<file path="src/rtl/axi_stream_packer_pkg.sv">
// Shared widths and the FIFO entry layout for the AXI-stream byte packer.
// The entry bundles the packed word with its byte count and end-of-packet flag.
package axi_stream_packer_pkg;

  localparam int AXIS_DATA_W    = 8;
  localparam int WORD_W         = 64;
  localparam int BYTES_PER_WORD = 8;
  localparam int CNT_FIELD_W    = 4;
  localparam int IDX_W          = $clog2(BYTES_PER_WORD);

  typedef struct packed {
    logic                   pkt_end;
    logic [CNT_FIELD_W-1:0] cnt;
    logic [WORD_W-1:0]      data;
  } word_entry_t;

  localparam int ENTRY_W = $bits(word_entry_t);

endpackage

</file>
<file path="src/rtl/axis_sync_fifo.sv">
// Show-ahead synchronous FIFO; the head entry is always presented on rd_data_o.
// Full/empty come from an explicit level counter so pointers can wrap freely.
module axis_sync_fifo
  import axi_stream_packer_pkg::*;
#(
  parameter int WIDTH = ENTRY_W,
  parameter int DEPTH = 4,
  localparam int AW   = $clog2(DEPTH),
  localparam int LW   = AW + 1
) (
  input  logic             clk,
  input  logic             rst_n,
  input  logic             wr_en_i,
  input  logic [WIDTH-1:0] wr_data_i,
  input  logic             rd_en_i,
  output logic [WIDTH-1:0] rd_data_o,
  output logic             full_o,
  output logic             empty_o,
  output logic [LW-1:0]    level_next_o
);

  logic [WIDTH-1:0] mem_q [DEPTH];
  logic [AW-1:0]    wr_ptr_q;
  logic [AW-1:0]    rd_ptr_q;
  logic [LW-1:0]    level_q;
  logic [LW-1:0]    level_d;
  logic             do_wr;
  logic             do_rd;

  assign full_o  = (level_q == LW'(DEPTH));
  assign empty_o = (level_q == '0);
  assign do_wr   = wr_en_i & ~full_o;
  assign do_rd   = rd_en_i & ~empty_o;
  assign level_d = level_q + LW'(do_wr) - LW'(do_rd);

  // Next-state level lets the consumer register a ready that is never stale.
  assign level_next_o = level_d;

  // Empty head reads as zero so stale storage never leaks onto the outputs.
  assign rd_data_o = empty_o ? '0 : mem_q[rd_ptr_q];

  always_ff @(posedge clk or negedge rst_n) begin
    if (!rst_n) begin
      wr_ptr_q <= '0;
      rd_ptr_q <= '0;
      level_q  <= '0;
    end else begin
      level_q <= level_d;
      if (do_wr) wr_ptr_q <= wr_ptr_q + 1'b1;
      if (do_rd) rd_ptr_q <= rd_ptr_q + 1'b1;
    end
  end

  always_ff @(posedge clk) begin
    if (do_wr) mem_q[wr_ptr_q] <= wr_data_i;
  end

endmodule

</file>
<file path="src/rtl/axi_stream_packer.sv">
// AXI-stream byte sink: packs bytes little-endian into 64-bit words, queues them
// in a show-ahead FIFO and counts completed packets.
module axi_stream_packer
  import axi_stream_packer_pkg::*;
#(
  parameter int DEPTH = 4,
  parameter int CNT_W = 16
) (
  input  logic                   clk,
  input  logic                   reset_n,
  input  logic [AXIS_DATA_W-1:0] data,
  input  logic                   valid,
  input  logic                   last,
  output logic                   ready,
  output logic [WORD_W-1:0]      out_data,
  output logic [CNT_FIELD_W-1:0] out_cnt,
  output logic                   out_end,
  output logic                   out_valid,
  input  logic                   out_re,
  output logic [CNT_W-1:0]       pkt_cnt,
  output logic                   overflow
);

  localparam int LW = $clog2(DEPTH) + 1;

  logic [WORD_W-1:0] acc_q;
  logic [WORD_W-1:0] acc_d;
  logic [WORD_W-1:0] word_d;
  logic [IDX_W-1:0]  idx_q;
  logic [IDX_W-1:0]  idx_d;
  logic              ready_q;
  logic              overflow_q;
  logic [CNT_W-1:0]  pkt_cnt_q;
  logic              xfer;
  logic              complete;
  word_entry_t       push_entry;
  word_entry_t       head_entry;
  logic              fifo_full;
  logic              fifo_empty;
  logic [LW-1:0]     fifo_level_d;

  assign xfer = valid & ready_q;

  always_comb begin
    word_d = acc_q;
    word_d[AXIS_DATA_W*idx_q +: AXIS_DATA_W] = data;
    complete = xfer & (last | (idx_q == IDX_W'(BYTES_PER_WORD - 1)));
    acc_d = acc_q;
    idx_d = idx_q;
    if (xfer) begin
      if (complete) begin
        acc_d = '0;
        idx_d = '0;
      end else begin
        acc_d = word_d;
        idx_d = idx_q + 1'b1;
      end
    end
    push_entry.pkt_end = last;
    push_entry.cnt     = CNT_FIELD_W'(idx_q) + CNT_FIELD_W'(1);
    push_entry.data    = word_d;
  end

  axis_sync_fifo #(
    .WIDTH (ENTRY_W),
    .DEPTH (DEPTH)
  ) u_fifo (
    .clk          (clk),
    .rst_n        (reset_n),
    .wr_en_i      (complete),
    .wr_data_i    (push_entry),
    .rd_en_i      (out_re),
    .rd_data_o    (head_entry),
    .full_o       (fifo_full),
    .empty_o      (fifo_empty),
    .level_next_o (fifo_level_d)
  );

  always_ff @(posedge clk or negedge reset_n) begin
    if (!reset_n) begin
      acc_q      <= '0;
      idx_q      <= '0;
      ready_q    <= 1'b0;
      overflow_q <= 1'b0;
      pkt_cnt_q  <= '0;
    end else begin
      acc_q   <= acc_d;
      idx_q   <= idx_d;
      ready_q <= (fifo_level_d != LW'(DEPTH));
      // A push into a full FIFO is dropped; only a ready violation gets here.
      if (complete && fifo_full) overflow_q <= 1'b1;
      if (complete && last && !fifo_full) pkt_cnt_q <= pkt_cnt_q + 1'b1;
    end
  end

  assign ready     = ready_q;
  assign out_data  = head_entry.data;
  assign out_cnt   = head_entry.cnt;
  assign out_end   = head_entry.pkt_end;
  assign out_valid = ~fifo_empty;
  assign pkt_cnt   = pkt_cnt_q;
  assign overflow  = overflow_q;

endmodule
</file>
<file path="config.mk">
export PLATFORM = sky130hd
export DESIGN_NAME = axi_stream_packer
export DESIGN_NICKNAME = d
export VERILOG_FILES = /design/src/rtl/axi_stream_packer_pkg.sv /design/src/rtl/axis_sync_fifo.sv /design/src/rtl/axi_stream_packer.sv
export SDC_FILE = /design/constraint.sdc
export NUM_CORES = 1
export LEC_CHECK = 0
export ABC_AREA = 1
export BUFFER_PORTS_ARGS = -buffer_cell sky130_fd_sc_hd__buf_2
export CORE_UTILIZATION = 60
export DETAILED_ROUTE_END_ITERATION = 10
export GPL_TIMING_DRIVEN = 1
export PLACE_DENSITY = 0.78
export SLEW_MARGIN = 20
export SYNTH_ARGS = -nofsm -noshare
export SYNTH_HDL_FRONTEND = slang
export SYNTH_SLANG_ARGS = --single-unit
</file>
<file path="constraint.sdc">
create_clock -name clk -period 11.4 [get_ports clk]
set_input_delay 0.57 -clock clk [delete_from_list [all_inputs] [get_ports clk]]
set_output_delay 0.57 -clock clk [all_outputs]
set_load 0.1 [all_outputs]
</file>
==> metrics, run 1 <==
status finished clean; DRT Wirelength 35100 um; worst-path maximum fanout 76; CTS Buf Count 37; number of unique standard cell types used by synthesis 31; row count 59; category of cells accounting for the largest share of critical-path delay buffers and inverters; worst skew pair latency 0.52 ns; synthesized netlist cell count 1525; post-layout worst setup margin 7.10 ns; Syn-to-layout area delta 12.4%; total vias in the final route 11103; total buffers and inverters traversed by the critical path 3; cells resized by post-CTS repair 0; crit-path max cell delay 0.83 ns; number of warnings issued by yosys 0; number of logic stages on the critical path including buffering 5; critical path endpoint category output port; area of the die 27000 um2; startpoint type of the worst setup path flip-flop; half-perimeter wire length of the detailed placement result 20400 um; max_slew headroom 28.2%; CTS tree yes; Post-Syn Area per Cell 10.4 um2; number of buffers inserted by port buffering 100; crit path to out_data[58]; I/O pin cnt 101; vertical die dimension 164 um; post-CTS repair timing setup buffer count 0; sequential share of the synthesized area 67.0%; worst-path cell chain inv_2 > buf_4 > o21ai_0 > a21oi_1 > buf_2; layout cells sized above 1 13.0%; shortest clock period the worst path allows after layout 4.30 ns; number of storage elements in the synthesis netlist 368; Hold Violations, Final 0; Net count, final 1629; number of maximum-capacitance violations 0; Fill cells 1846; number of clock sinks seen by CTS 368; maximum number of pins on one net before global-route repair 91; share of the cycle needed by the critical path after routing 37.7%; slew at the pin with the worst max-slew slack 1.08 ns; class of the tightest hold or removal check in2async; post-DR wirelength/cell 17.9 um; maximum clock rate 233 MHz; Synth Cell Area 15800 um2; FF-to-FF Start idx_q[0]$_DFFE_PN0N_; drt first-iter violations 1049; number of global-route vias before repair 10699; Worst R2R Path Depth 7; CORE AREA 26000 um2; quantity of hold-fixing buffers added after cts 0; clock slew seen by the registers of the worst setup and hold paths 0.06 ns; Post-Syn Nets 1551; Overall Global Routing Usage 26.8%; register-to-register path setup slack 7.97 ns; number of vias per cell 5.65; worst setup path category reg2out; Crit path arrival time 3.73 ns; DRC violations left 0; RSZ-0062 raised after global routing false; number of optimization iterations in the first detailed-route pass 5; critical path launch point u_fifo.rd_ptr_q[0]$_DFFE_PN0P_; wire length of the first global-routing pass 55400 um; final worst clock skew 0.0218 ns; number of antenna-violating nets in the routed design 0; capture point of the worst reg-to-reg path u_fifo.mem_q[2][55]$_DFFE_PP_; diode insertion count for antenna repair 0; slowest cell on the critical path sky130_fd_sc_hd__inv_2; Required @ worst endpoint 10.83 ns; starting density of the core 60.9%; cell at the root of the clock tree sky130_fd_sc_hd__clkbuf_16; largest buffer count on any clock path 3; setup_tns 0 ns; die extent in x 164 um; number of slew-limit violations in the final report 0; routability-driven placement congestion ratio 0.876; worst slack at placement 7.66 ns; depth of the CTS H-tree 2; final number of setup-violating endpoints 0; global route overflow 0; initial antenna violation count 0
-- final cells by class --
type	count	area [um2]	share of cell area, %
Sequential cell	368	10600	59.6
Multi-Input combinational cell	970	4490	25.3
Clock buffer	44	992	5.58
Timing Repair Buffer	114	646	3.63
Inverter	112	422	2.37
Tap cell	335	419	2.36
Clock inverter	21	208	1.17
-- cells in the mapped netlist (all sizes together) --
master  number  share of area (%)
nor2       313                7.7
nand3       56                1.8
nand4        5               0.20
inv        112                2.7
buf         30                1.1
a21oi       70                2.2
fa           1               0.13
clkbuf      45                1.1
dfrtp       92                 15
nand2      262                6.3
nand3b       2              0.095
nor3         5               0.26
and2        24               0.95
edfxtp     276                 52
o21ai      191                6.3
o22ai       16               0.63
a31o         1              0.055
xor2         9               0.50
ha          12               0.95
xnor2        3               0.17
-- worst min path at each step --
stage	endpoint	slack, ns	depth (start not counted)	from
5_1_grt	acc_q[33]$_DFFE_PN0N_	0.12	1	reset_n
3_5_place_dp	acc_q[18]$_DFFE_PN0N_	0.46	2	acc_q[18]$_DFFE_PN0N_
2_1_floorplan	acc_q[0]$_DFFE_PN0N_	0.27	0	reset_n
6_report	acc_q[33]$_DFFE_PN0N_	0.07	1	reset_n
3_3_place_gp	acc_q[52]$_DFFE_PN0N_	0.46	2	acc_q[52]$_DFFE_PN0N_
4_1_cts	acc_q[33]$_DFFE_PN0N_	0.09	1	reset_n
-- kinds of logic after synthesis --
| logic type | count (synthesis) | share of synthesized area [%] |
|---|---|---|
| AO/OA/AOI/OAI | 278 | 9.21 |
| XOR/XNOR | 12 | 0.665 |
| adder cells (fa/ha/maj) | 13 | 1.08 |
| buffers and inverters | 187 | 4.86 |
| flip-flops | 368 | 67.0 |
| AND/OR/NAND/NOR | 667 | 17.2 |
-- routing by layer --
layer,wire length [um],global-route usage [%],up-vias
met1,14800,36.1,5387
met2,16900,44.1,376
met4,1040,9.89,0
met3,2320,4.47,82
li1,-,-,5258
met5,0,0,-
-- registers in the layout, summed over array words and instances, names as in the netlist --
name / count
u_fifo.mem_q: 276
acc_q: 64
pkt_cnt: 16
idx_q: 3
u_fifo.level_q: 3
u_fifo.rd_ptr_q: 2
u_fifo.wr_ptr_q: 2
overflow: 1
ready: 1
-- metrics by stage --
stage	instance area, um2	hold WS, ns	std cells	utilization (%)
6_report	17800	0.0712	1964	68.4
5_1_grt	17800	0.119	1964	68.4
4_1_cts	17700	0.0907	1962	68.3
3_5_place_dp	16500	0.465	1897	63.6
3_3_place_gp	16500	0.461	1896	63.6
2_1_floorplan	15800	0.274	1525	-
-- placed cells by master (no fill, tap or decap), types with 37 or more instances in the layout --
cell                        Yosys  layout
sky130_fd_sc_hd__nand2_1      258     257
sky130_fd_sc_hd__o21ai_0      168     168
sky130_fd_sc_hd__dfrtp_1       92      90
sky130_fd_sc_hd__buf_2         23      99
sky130_fd_sc_hd__nand3_1       56      56
sky130_fd_sc_hd__a21oi_1       70      70
sky130_fd_sc_hd__clkbuf_16      0      37
sky130_fd_sc_hd__edfxtp_1     276     276
sky130_fd_sc_hd__nor2_1       306     302
sky130_fd_sc_hd__inv_1        103     103
Power of run 1 is left out: the tool's default activity adds up to more than one toggle a clock period on the data nets, which glitch-free logic cannot reach.
==> run 2: changes to the inputs <==
==> constraint.sdc (replaced) <==
create_clock -name clk -period 4.3 [get_ports clk]
set_input_delay 0.215 -clock clk [delete_from_list [all_inputs] [get_ports clk]]
set_output_delay 0.215 -clock clk [all_outputs]
set_load 0.1 [all_outputs]
==> run 2 against run 1 <==
- global-route usage is 0.83 points higher
- utilization is 0.18 points higher
- clock skew is 0.0055 ns lower
- highest routed layer unchanged
- sequential share of layout area is 0.16 points lower
- non-clock buffer count is 5 higher
- critical path depth stayed put
- register-to-register slack worse by 6.7 ns
- design area is 0.27% higher
- worst hold slack better by 0.037 ns
- worst setup slack worse by 6.2 ns
==> metrics, run 2 (synthesis gave the netlist of run 1 again) <==
Crit path arrival time 3.22 ns (-0.51 ns); number of antenna-violating nets in the routed design 0 (unchanged); die extent in x 164 um (unchanged); CTS Buf Count 37 (unchanged); initial antenna violation count 0 (unchanged); RSZ-0062 raised after global routing false; Worst R2R Path Depth 8 (+1); CTS tree yes; number of vias per cell 5.68 (+0.44%); final worst clock skew 0.0163 ns (-0.00553 ns); leading cell types in the layout, fill and taps excluded sky130_fd_sc_hd__nor2_1, sky130_fd_sc_hd__edfxtp_1, sky130_fd_sc_hd__nand2_1, sky130_fd_sc_hd__o21ai_0, sky130_fd_sc_hd__inv_1; cell at the root of the clock tree sky130_fd_sc_hd__clkbuf_16; worst skew pair latency 0.52 ns (about the same); number of buffers inserted by port buffering 100 (unchanged); wire length of the first global-routing pass 56900 um (+2.7%); commonest non-fill, non-tap cell in the layout sky130_fd_sc_hd__nor2_1; total vias in the final route 11197 (+0.85%); Reg with most FFs u_fifo.mem_q; class of the tightest hold or removal check in2reg; Hold Violations, Final 0 (unchanged); slew at the pin with the worst max-slew slack 0.933 ns (-0.142 ns); final number of setup-violating endpoints 0 (unchanged); post-DR wirelength/cell 18.5 um (+3.7%); Worst Hold Path Cells 4; number of clock sinks seen by CTS 368 (unchanged); vertical die dimension 164 um (unchanged); global route overflow 0 (unchanged); startpoint type of the worst setup path flip-flop; status finished clean; Net count, final 1634 (+0.31%); number of flip-flops in the largest register 276 (unchanged); layout cells sized above 1 13.0% (-0.064 points); number of global-route vias before repair 11069 (+3.5%); diode insertion count for antenna repair 0 (unchanged); post-CTS repair timing setup buffer count 0 (unchanged); final design instance area without fill 17800 um2 (+0.27%); number of optimization iterations in the first detailed-route pass 6 (+1); clock slew seen by the registers of the worst setup and hold paths 0.06 ns (about the same); number of maximum-capacitance violations 0 (unchanged); max_slew headroom 37.8% (+9.6 points); area of the die 27000 um2 (unchanged); drt first-iter violations 943 (-10%); final standard cell utilization of the core 68.6% (+0.18 points); depth of the CTS H-tree 2 (unchanged); maximum number of pins on one net before global-route repair 71 (-22%); setup_tns 0 ns (unchanged); Fill cells 1873 (+1.5%); maximum clock rate 291 MHz; I/O pin cnt 101 (unchanged); Sequential Area 10600 um2 (unchanged); multi-input gate area in the final layout 4490 um2 (unchanged); routability-driven placement congestion ratio 0.862 (-1.6%); row count 59 (unchanged); worst setup path category reg2out; largest buffer count on any clock path 3 (unchanged); share of the cycle needed by the critical path after routing 79.8%; number of slew-limit violations in the final report 0 (unchanged); worst hold slack after final layout 0.108 ns (+0.0365 ns); critical path endpoint category output port; DRC violations left 0 (unchanged); Placed Area 16600 um2 (+0.46%); shortest clock period the worst path allows after layout 3.43 ns; Syn-to-layout area delta 12.7%; Required @ worst endpoint 4.09 ns (-6.74 ns); Overall Global Routing Usage 27.7% (+0.83 points); starting density of the core 60.9% (unchanged); DRT Wirelength 36500 um (+4.1%); CORE AREA 26000 um2 (unchanged); worst-path maximum fanout 59 (-22%); half-perimeter wire length of the detailed placement result 21100 um (+3.4%)
==> run 2: worst paths after layout <==
kind,start,endpoint,slack (ns)
min in group asynchronous,reset_n,acc_q[33]$_DFFE_PN0N_,0.29
worst max register to register,idx_q[0]$_DFFE_PN0N_,u_fifo.mem_q[0][18]$_DFFE_PP_,1.30
max in group asynchronous,reset_n,acc_q[31]$_DFFE_PN0N_,2.96
worst min-delay path,out_re,u_fifo.rd_ptr_q[0]$_DFFE_PN0P_,0.11
worst max-delay path,u_fifo.rd_ptr_q[0]$_DFFE_PN0P_,out_data[16],0.87
worst min register to register,acc_q[24]$_DFFE_PN0N_,acc_q[24]$_DFFE_PN0N_,0.48
==> run 2: layout make-up <==
class,instances,share of cell area [%]
Clock buffer,56,6.17
Clock inverter,12,0.512
Inverter,112,2.37
Multi-Input combinational cell,970,25.2
Sequential cell,368,59.4
Tap cell,335,2.35
Timing Repair Buffer,119,3.93
==> run 2: per-layer routing <==
metal / share of wire [%] / wire length (um) / track usage, % / vias up
met5: 0 / 0 / 0 / -
met4: 2.6 / 961 / 9.85 / 0
met3: 6.7 / 2460 / 4.37 / 85
met2: 50 / 18400 / 48.1 / 420
met1: 40 / 14700 / 35.2 / 5416
li1: - / - / - / 5276
==> run 2: worst max-delay path, cell delays in order (launching register included) <==
cell,delay [ns]
sky130_fd_sc_hd__dfrtp_4,0.74
sky130_fd_sc_hd__inv_2,0.66
sky130_fd_sc_hd__buf_4,0.35
sky130_fd_sc_hd__o21ai_0,0.15
sky130_fd_sc_hd__a21oi_1,0.28
sky130_fd_sc_hd__buf_2,0.49
==> run 2: metrics by stage <==
step	setup slack, ns	cells
floorplan	-0.673	1525
global placement	1.50	1902
detailed placement	1.41	1902
CTS	0.859	1972
global route	0.718	1972
finish	0.868	1972
==> run 2: repair_timing <==
item / CTS / global route
gates resized for setup: 0 / 0
hold buffers: 2 / 0
hold endpoints to repair: 59 / 0
Power of run 2 is left out for the same reason.
